==> src/rtl/mem_stage.sv <==
// MEM pipeline stage: issues data-memory requests, aligns store lanes, extends load data, drives mem2wb.
// Optional MEM_MISALIGN_CHECK_EN: misaligned half/word accesses become illegal instructions with no request.
module mem_stage #(
    parameter int DW  = 32,
    parameter int RFW = 5
) (
    input  logic           clk,
    input  logic           rst,
    input  logic           ex2mem_valid,
    input  logic           ex2mem_reg_wen,
    input  logic [RFW-1:0] ex2mem_reg_waddr,
    input  logic [DW-1:0]  ex2mem_alu_out,
    input  logic           ex2mem_mem_rd,
    input  logic           ex2mem_mem_wr,
    input  logic [2:0]     ex2mem_mem_funct3,
    input  logic [DW-1:0]  ex2mem_mem_wdata,
    input  logic           ex2mem_ill_instr,
    output logic           dmem_req,
    output logic           dmem_write,
    output logic [DW-1:0]  dmem_addr,
    output logic [DW-1:0]  dmem_wdata,
    output logic [3:0]     dmem_byte_en,
    input  logic           dmem_ready,
    input  logic           dmem_rvalid,
    input  logic [DW-1:0]  dmem_rdata,
    output logic           mem_stall,
    output logic           mem2wb_reg_wen,
    output logic [RFW-1:0] mem2wb_reg_waddr,
    output logic [DW-1:0]  mem2wb_reg_wdata,
    output logic           mem2wb_ill_instr
);

    typedef enum logic {IDLE, WAIT} state_t;

    state_t         state_q, state_d;
    logic [2:0]     funct3_q, funct3_d;
    logic [1:0]     off_q, off_d;
    logic [RFW-1:0] ld_waddr_q, ld_waddr_d;
    logic           ld_wen_q, ld_wen_d;
    logic           wb_wen_q, wb_wen_d;
    logic [RFW-1:0] wb_waddr_q, wb_waddr_d;
    logic [DW-1:0]  wb_wdata_q, wb_wdata_d;
    logic           wb_ill_q, wb_ill_d;

    logic          raw_mem_op, misaligned, mem_op, is_load, is_store;
    logic [1:0]    addr_lo;
    logic [7:0]    ld_byte;
    logic [15:0]   ld_half;
    logic [DW-1:0] load_data;

    assign addr_lo    = ex2mem_alu_out[1:0];
    assign raw_mem_op = ex2mem_valid & (ex2mem_mem_rd | ex2mem_mem_wr) & ~ex2mem_ill_instr;

`ifdef MEM_MISALIGN_CHECK_EN
    assign misaligned = raw_mem_op &
                        (((ex2mem_mem_funct3[1:0] == 2'b01) & addr_lo[0]) |
                         ((ex2mem_mem_funct3[1:0] == 2'b10) & (|addr_lo)));
`else
    assign misaligned = 1'b0;
`endif

    assign mem_op   = raw_mem_op & ~misaligned;
    assign is_load  = mem_op & ex2mem_mem_rd;
    assign is_store = mem_op & ~ex2mem_mem_rd & ex2mem_mem_wr;

    always_ff @(posedge clk) begin
        if (!rst) begin
            state_q    <= IDLE;
            funct3_q   <= '0;
            off_q      <= '0;
            ld_waddr_q <= '0;
            ld_wen_q   <= 1'b0;
            wb_wen_q   <= 1'b0;
            wb_waddr_q <= '0;
            wb_wdata_q <= '0;
            wb_ill_q   <= 1'b0;
        end else begin
            state_q    <= state_d;
            funct3_q   <= funct3_d;
            off_q      <= off_d;
            ld_waddr_q <= ld_waddr_d;
            ld_wen_q   <= ld_wen_d;
            wb_wen_q   <= wb_wen_d;
            wb_waddr_q <= wb_waddr_d;
            wb_wdata_q <= wb_wdata_d;
            wb_ill_q   <= wb_ill_d;
        end
    end

    always_comb begin
        state_d = state_q;
        case (state_q)
            IDLE:    if (is_load && dmem_ready) state_d = WAIT;
            WAIT:    if (dmem_rvalid) state_d = IDLE;
            default: state_d = IDLE;
        endcase
    end

    always_comb begin
        dmem_req  = 1'b0;
        mem_stall = 1'b0;
        case (state_q)
            IDLE: begin
                dmem_req  = mem_op;
                mem_stall = (mem_op & ~dmem_ready) | (is_load & dmem_ready);
            end
            WAIT:    mem_stall = ~dmem_rvalid;
            default: ;
        endcase
    end

    // Store lanes replicate the data so any byte_en pattern finds it in place.
    always_comb begin
        dmem_write   = is_store;
        dmem_addr    = {ex2mem_alu_out[DW-1:2], 2'b00};
        dmem_byte_en = 4'b1111;
        dmem_wdata   = ex2mem_mem_wdata;
        if (is_store) begin
            case (ex2mem_mem_funct3[1:0])
                2'b00: begin
                    dmem_byte_en = 4'b0001 << addr_lo;
                    dmem_wdata   = {4{ex2mem_mem_wdata[7:0]}};
                end
                2'b01: begin
                    dmem_byte_en = 4'b0011 << {addr_lo[1], 1'b0};
                    dmem_wdata   = {2{ex2mem_mem_wdata[15:0]}};
                end
                default: dmem_byte_en = 4'b1111;
            endcase
        end
    end

    always_comb begin
        case (off_q)
            2'd0:    ld_byte = dmem_rdata[7:0];
            2'd1:    ld_byte = dmem_rdata[15:8];
            2'd2:    ld_byte = dmem_rdata[23:16];
            default: ld_byte = dmem_rdata[31:24];
        endcase
        ld_half = off_q[1] ? dmem_rdata[31:16] : dmem_rdata[15:0];
        case (funct3_q)
            3'b000:  load_data = {{24{ld_byte[7]}}, ld_byte};
            3'b001:  load_data = {{16{ld_half[15]}}, ld_half};
            3'b010:  load_data = dmem_rdata;
            3'b100:  load_data = {24'd0, ld_byte};
            3'b101:  load_data = {16'd0, ld_half};
            default: load_data = '0;
        endcase
    end

    // Stalled cycles keep the mem2wb fields but force a bubble via wen=0.
    always_comb begin
        funct3_d   = funct3_q;
        off_d      = off_q;
        ld_waddr_d = ld_waddr_q;
        ld_wen_d   = ld_wen_q;
        wb_wen_d   = 1'b0;
        wb_waddr_d = wb_waddr_q;
        wb_wdata_d = wb_wdata_q;
        wb_ill_d   = wb_ill_q;
        case (state_q)
            IDLE: begin
                if (misaligned) begin
                    wb_waddr_d = ex2mem_reg_waddr;
                    wb_wdata_d = ex2mem_alu_out;
                    wb_ill_d   = 1'b1;
                end else if (mem_op) begin
                    if (is_store && dmem_ready) begin
                        wb_waddr_d = ex2mem_reg_waddr;
                        wb_wdata_d = ex2mem_alu_out;
                        wb_ill_d   = 1'b0;
                    end
                    if (is_load && dmem_ready) begin
                        funct3_d   = ex2mem_mem_funct3;
                        off_d      = addr_lo;
                        ld_waddr_d = ex2mem_reg_waddr;
                        ld_wen_d   = ex2mem_reg_wen;
                    end
                end else begin
                    wb_wen_d   = ex2mem_valid & ex2mem_reg_wen & ~ex2mem_ill_instr;
                    wb_waddr_d = ex2mem_reg_waddr;
                    wb_wdata_d = ex2mem_alu_out;
                    wb_ill_d   = ex2mem_valid & ex2mem_ill_instr;
                end
            end
            WAIT: begin
                if (dmem_rvalid) begin
                    wb_wen_d   = ld_wen_q;
                    wb_waddr_d = ld_waddr_q;
                    wb_wdata_d = load_data;
                    wb_ill_d   = 1'b0;
                end
            end
            default: ;
        endcase
    end

    assign mem2wb_reg_wen   = wb_wen_q;
    assign mem2wb_reg_waddr = wb_waddr_q;
    assign mem2wb_reg_wdata = wb_wdata_q;
    assign mem2wb_ill_instr = wb_ill_q;

endmodule
==> config.mk <==
export PLATFORM = sky130hd
export DESIGN_NAME = mem_stage
export DESIGN_NICKNAME = d
export VERILOG_FILES = /design/src/rtl/mem_stage.sv
export SDC_FILE = /design/constraint.sdc
export NUM_CORES = 1
export LEC_CHECK = 0
export BUFFER_PORTS_ARGS = -buffer_cell sky130_fd_sc_hd__buf_2
export CAP_MARGIN = 25
export CELL_PAD_IN_SITES_DETAIL_PLACEMENT = 0
export CELL_PAD_IN_SITES_GLOBAL_PLACEMENT = 2
export CORE_MARGIN = 3
export CORE_UTILIZATION = 21
export CTS_CLUSTER_DIAMETER = 100
export CTS_CLUSTER_SIZE = 25
export DETAILED_ROUTE_END_ITERATION = 8
export PLACE_DENSITY_LB_ADDON = 0.2
export SLEW_MARGIN = 10
export SYNTH_ARGS = -nofsm -noshare
export SYNTH_HDL_FRONTEND = slang
export SYNTH_SLANG_ARGS = --single-unit
export TNS_END_PERCENT = 30
==> constraint.sdc <==
create_clock -name clk -period 1.6 [get_ports clk]
set_input_delay 0.16 -clock clk [delete_from_list [all_inputs] [get_ports clk]]
set_output_delay 0.16 -clock clk [all_outputs]
set_load 0.02 [all_outputs]
# == Word level (Yosys, flattened, before mapping) ==
# Index checks and enable logic that the tools add are counted.
# word_totals
ff_bits,51
latchBits,0
ramBits,0
rom_bits,0
input_bits,113
output_inout_bits,110
word_cells,71
mem_count,0
# op_classes
addsub,0
mul,0
n_div,0
order_cmp,0
eq_ne,9
shifts,2
mux,27
bitwise,17
reduce_logical,7
# op_table
cell,count
$pmux W32 S5,1
$mux W32,4
$pmux W32 S2,2
$pmux W8 S3,1
$mux W16,1
$mux W5,3
$and A1 B1 Y1,10
$pmux W5 S2,1
$mux W1,8
$pmux W1 S2,4
$pmux W4 S2,1
$eq A3 B3 Y1 const B,2
$not A1 Y1,5
$eq A2 B1 Y1 const B,2
$logic_not A2 Y1,2
$mux W4,1
$shl A1 B2 Y4 const A,1
$shl A2 B2 Y4 const A,1
$eq A3 B1 Y1 const B,1
$eq A3 B2 Y1 const B,1
$logic_not A3 Y1,1
$ne A3 B3 Y1 const B,1
$reduce_and A3 Y1,1
$eq A2 B2 Y1 const B,1
4 further kinds,6

# == Longest topological paths before layout ==
# depth
word_depth,9
ltp_mapped,6
ltp_nobuf,4

# == Worst setup path after synthesis ==
# No wires, ideal clock.
# synth_timing
kind,reg2reg
start,reg off_q[1]
end,reg wb_wdata_q[21] (netlist: mem2wb_reg_wdata[21])
setup_time_ns,0.119
arrival_ns,1.475
required_time_ns,1.481
path_slack_ns,0.006
stages_incl_launch_ff,7
n_path_buf,2
period_less_slack_ns,1.594
cell_sequence,dfxtp_1 -> buf_6 -> mux2_4 -> mux2i_2 -> o311ai_4 -> buf_6 -> o221a_1
# synth_between
elab_chain_len,5
word_cells_on_any_way,8
cone_classes,eq/ne (2); mux (5); reduce/logical (1)
# synth_rtl
element,line_no,text
from (decl),37,"logic [1:0] off_q, off_d;"
from (signal assigned),70,off_q <= '0;
from (signal assigned),80,off_q <= off_d;
"$eq A2 B2 Y1, or another cell as far along",134,case (off_q)
$pmux W8 S3,134,
$pmux W32 S5 *,141,case (funct3_q)
$mux W32 *,187,if (dmem_rvalid) begin
$pmux W32 S2 *,161,case (state_q)
to (signal assigned),85,wb_wdata_q <= wb_wdata_d;
to (decl),42,"logic [DW-1:0] wb_wdata_q, wb_wdata_d;"
# Mark *: on every way between the ends. The rest lies on a longest branch, timed or not. The select of a mux whose other input is x is not followed.
# A chain may end at the register's enable or synchronous reset.

# == Worst setup path after layout ==
# layout_timing
start,reg off_q[1]
end,reg wb_wdata_q[10] (netlist: mem2wb_reg_wdata[10])
# The elaborated chain is that of the path after synthesis.

==> summary.md <==
| Metric | Value |
|---|---|
| Status | complete, no violations |
| DRC | 0 |
| Final ANT Viol Nets | 0 |
| R2R Path Start | off_q[1] |
| Wire length per cell | ~18 um |
| Vias in the first global route | around 3,800 |
| Setup TNS | 0 ns |
| Synthesis-stage register bit count | 51 |
| Crit path max-delay family | multiplexers |
| Die height | 137 um |
| Startpoint types | flop |
| Fin. Hold Viols | 0 |
| Fin worst setup slack | about 0.0032 ns |
| Leakage power | roughly 2.5 nW |
| Placed Cells | 817 |
| Via count | 3,869 |
| Routed met1 length | around 6300 um |
| Total gr overflow | 0 |
| Pre-CTS setup slack | -0.284 ns |
| Slowest-stage cell, CP | mux4_2 |
| RePlAce Congestion | between 0.7 and 0.8 |
| Period utilization | 0.998 |
| Top cell type's share of synthesized area | 0.282 |
| Worst Hold Launch | ex2mem_mem_funct3[2] |
| Post-synthesis xor/xnor area fraction | 0 |
| Post-synthesis sequential area ratio | 0.282 |
| Cell count after synthesis | just over 400 |
| CP Cell Sequence | buf_6, mux4_2, nand2_2, buf_6, a21oi_2, o221a_1 |
| Inserted Clock Buffers | 5 |
| Antenna violations before repair | 2 |
| Met2 Wirelength | ~7100 um |
| Dpl cell area | between 4000 and 5000 um^2 |
| Worst Setup SP | off_q[1] |
| Area leader, netlist | dfxtp_1 |
| WS Path Type | flop to flop |
| Reg2reg setup slack | around 0.0032 ns |
| # nets final | 727 |
| GRT Total Usage | 0.145 |
| CP arrival | 1.79 ns |
| # rows | 47 |
| Compound-gate portion of the synthesized area | 0.268 |
| Synth top area cells | dfxtp_1, mux2i_1, buf_4, o221a_1, a21oi_1 |
| Critical Path RT | approximately 1.8 ns |
| Worst-margin pin slew | slightly above 0.6 ns |
| CTS tree | done |
| Initial Utilization | 0.217 |
| P&R area growth vs syn | 52.6% |
| I/O Buffers | between 200 and 250 |
| First-pass detailed-route iteration total | 4 |
| Layout Cells excl Fill | 836 |
| Crit path max fanout | 5 |
| Root Buffer | clkbuf_16 |
| CP dominant cell by count | buf_6 |
| Min Clock Period, post-route | between 1.5 and 2 ns |
| Yosys Warn Count | 0 |
| VDD IR max | about 420 uV |
| Routed wire length | 14,800 um |
| Largest family of logic cells by synthesized area | compound AO/OA/AOI/OAI gates |
| Syn_area_per_cell | just under 9 um^2 |
| Die boundary width | 137 um |
| Post-synthesis adder-cell area fraction | 0 |
| Fillers | between 1,500 and 2,000 |
| Fin Clk Skew | 0.00912 ns |
| Power per Cell Area | approximately 700 nW/um^2 |
| First-pass GRT wire length | around 21,000 um |
| Die area | roughly 19,000 um^2 |
| Worst-path clk slew | roughly 0.08 ns |
| Share of cells above drive strength 1 | 0.551 |
| Overall Power | 3.77 mW |
| Slowest stage delay, CP | between 0.4 and 0.5 ns |
| Core ar. | 16,700 um^2 |
| Mapped cell area | between 3000 and 4000 um^2 |
| Routed wl met3 | around 1100 um |
| Crit. End Element | flop |
| Worst Hold Class | input pin to flop |
| Endpoints failing setup | 0 |
| Hold WS | 0.104 ns |
| Simple-gate share of the synthesized area | 0.134 |
| FMAX | 626 MHz |
| Detailed placement HPWL | between 10,000 and 15,000 um |
| Top Layer Used | met5 |
| Iter 0 DRT Violations | 150 |
| Mux share of post-synthesis cell area | 0.176 |
| Later-pin clock latency in the skew report | 0.30 ns |
| Count of cell types in the netlist | between 40 and 50 |
| Async set-or-reset flop fraction in the synthesized netlist | 0 |
| Hold_buf cts | 0 |
| Io pins | between 200 and 250 |
| Largest net degree at the start of global routing | 33 |
| Relative slew slack | 0.588 |
| DR vias/cell | around 4.6 |
| Post-synth EDFFs | 0 |
| Post-route cell area | between 5000 and 6000 um^2 |
| Unrepaired setup endpoints after global routing | true |
| Ys flop type | dfxtp_1 |
| Fin util | 0.331 |
| H-tree Lvls | 2 |
| Count of pins over their slew limit | 0 |
| # Max-Cap Violations | 0 |
| Crit path buf inv count | 2 |
| Clock Sinks | 51 |
| Max Root-Sink Buffers | 2 |
==> sequential cells by signal, indices dropped and copies added (netlist names) <==
register and count:
mem2wb_reg_wen 1, funct3_q 3, mem2wb_ill_instr 1, mem2wb_reg_wdata 32, ld_wen_q 1, mem2wb_reg_waddr 5
off_q 2, state_q 1, ld_waddr_q 5
==> tightest hold or removal path, delay by kind of cell <==
kind	cells	cell delay (ns)
buf+inv	1	0.08
mux	1	0.05
simple gates	1	0.07
==> routing by layer <==
metal	vias up	global-route usage
met5	-	0
met4	2	0.0399
met3	11	0.0303
met2	166	0.257
met1	1799	0.178
li1	1891	-
==> layout make-up <==
class / count / area (um^2) / share of cell area
inverter: 4 / 20.0 / 0.00362
multi-input combinational: 286 / 2360 / 0.427
clock buffer: 6 / 139 / 0.0251
timing repair buffer: 266 / 1680 / 0.304
tap: 220 / 275 / 0.0498
antenna: 1 / 2.50 / 0.000453
clock inverter: 2 / 16.3 / 0.00294
sequential: 51 / 1030 / 0.187
==> final timing paths <==
kind / to / cells past startpoint
min: funct3_q[2] / 3
max: mem2wb_reg_wdata[10] / 6
max reg2reg: mem2wb_reg_wdata[10] / 6
min reg2reg: mem2wb_reg_wen / 2
==> cells by family after synthesis <==
| logic type | after synthesis |
|---|---|
| buffers and inverters | 78 |
| AO/OA/AOI/OAI | 123 |
| multiplexers | 59 |
| AND/OR/NAND/NOR | 102 |
| flip-flops | 51 |
| other | 1 |
==> cell usage after synthesis, types with 6 or more instances <==
cell type	instances
a21oi_1	38
o221a_1	24
buf_2	10
clkbuf_1	14
nand2_1	41
dfxtp_1	51
a221oi_1	7
mux2_1	16
buf_6	6
o21ai_1	10
a2bb2oi_1	7
a211oi_2	8
nor2_1	30
mux2i_1	39
o2bb2ai_1	7
nand3_1	11
o22ai_1	7
buf_4	40
==> cells in the final DEF (no fill, tap or decap), drive strengths merged, types with 3 or more instances in the layout <==
master,n
mux2,18
clkbuf,7
mux2i,40
o21ai,13
buf,264
o2bb2ai,7
o221a,24
a2bb2oi,7
nor2,31
inv,3
a221oi,7
o22ai,7
nor2b,3
nor3b,3
nand3,11
nand2b,4
dfxtp,51
a211oi,12
nand2,41
a21oi,38
and2,3
==> repair_timing <==
item                       CTS  global route
cloned                       1             1
setup endpoints to repair   37            54
pin swaps                    6            22
setup buffers                5             4
gates resized for setup     17            72
==> power breakdown <==
part / switching (mW) / internal, mW / leakage (nW) / total, mW
clock: 0.530 / 0.627 / 0.0731 / 1.16
combinational: 0.668 / 0.533 / 1.97 / 1.20
sequential: 0.0521 / 1.35 / 0.425 / 1.41
(Power assumes the default switching activity.)
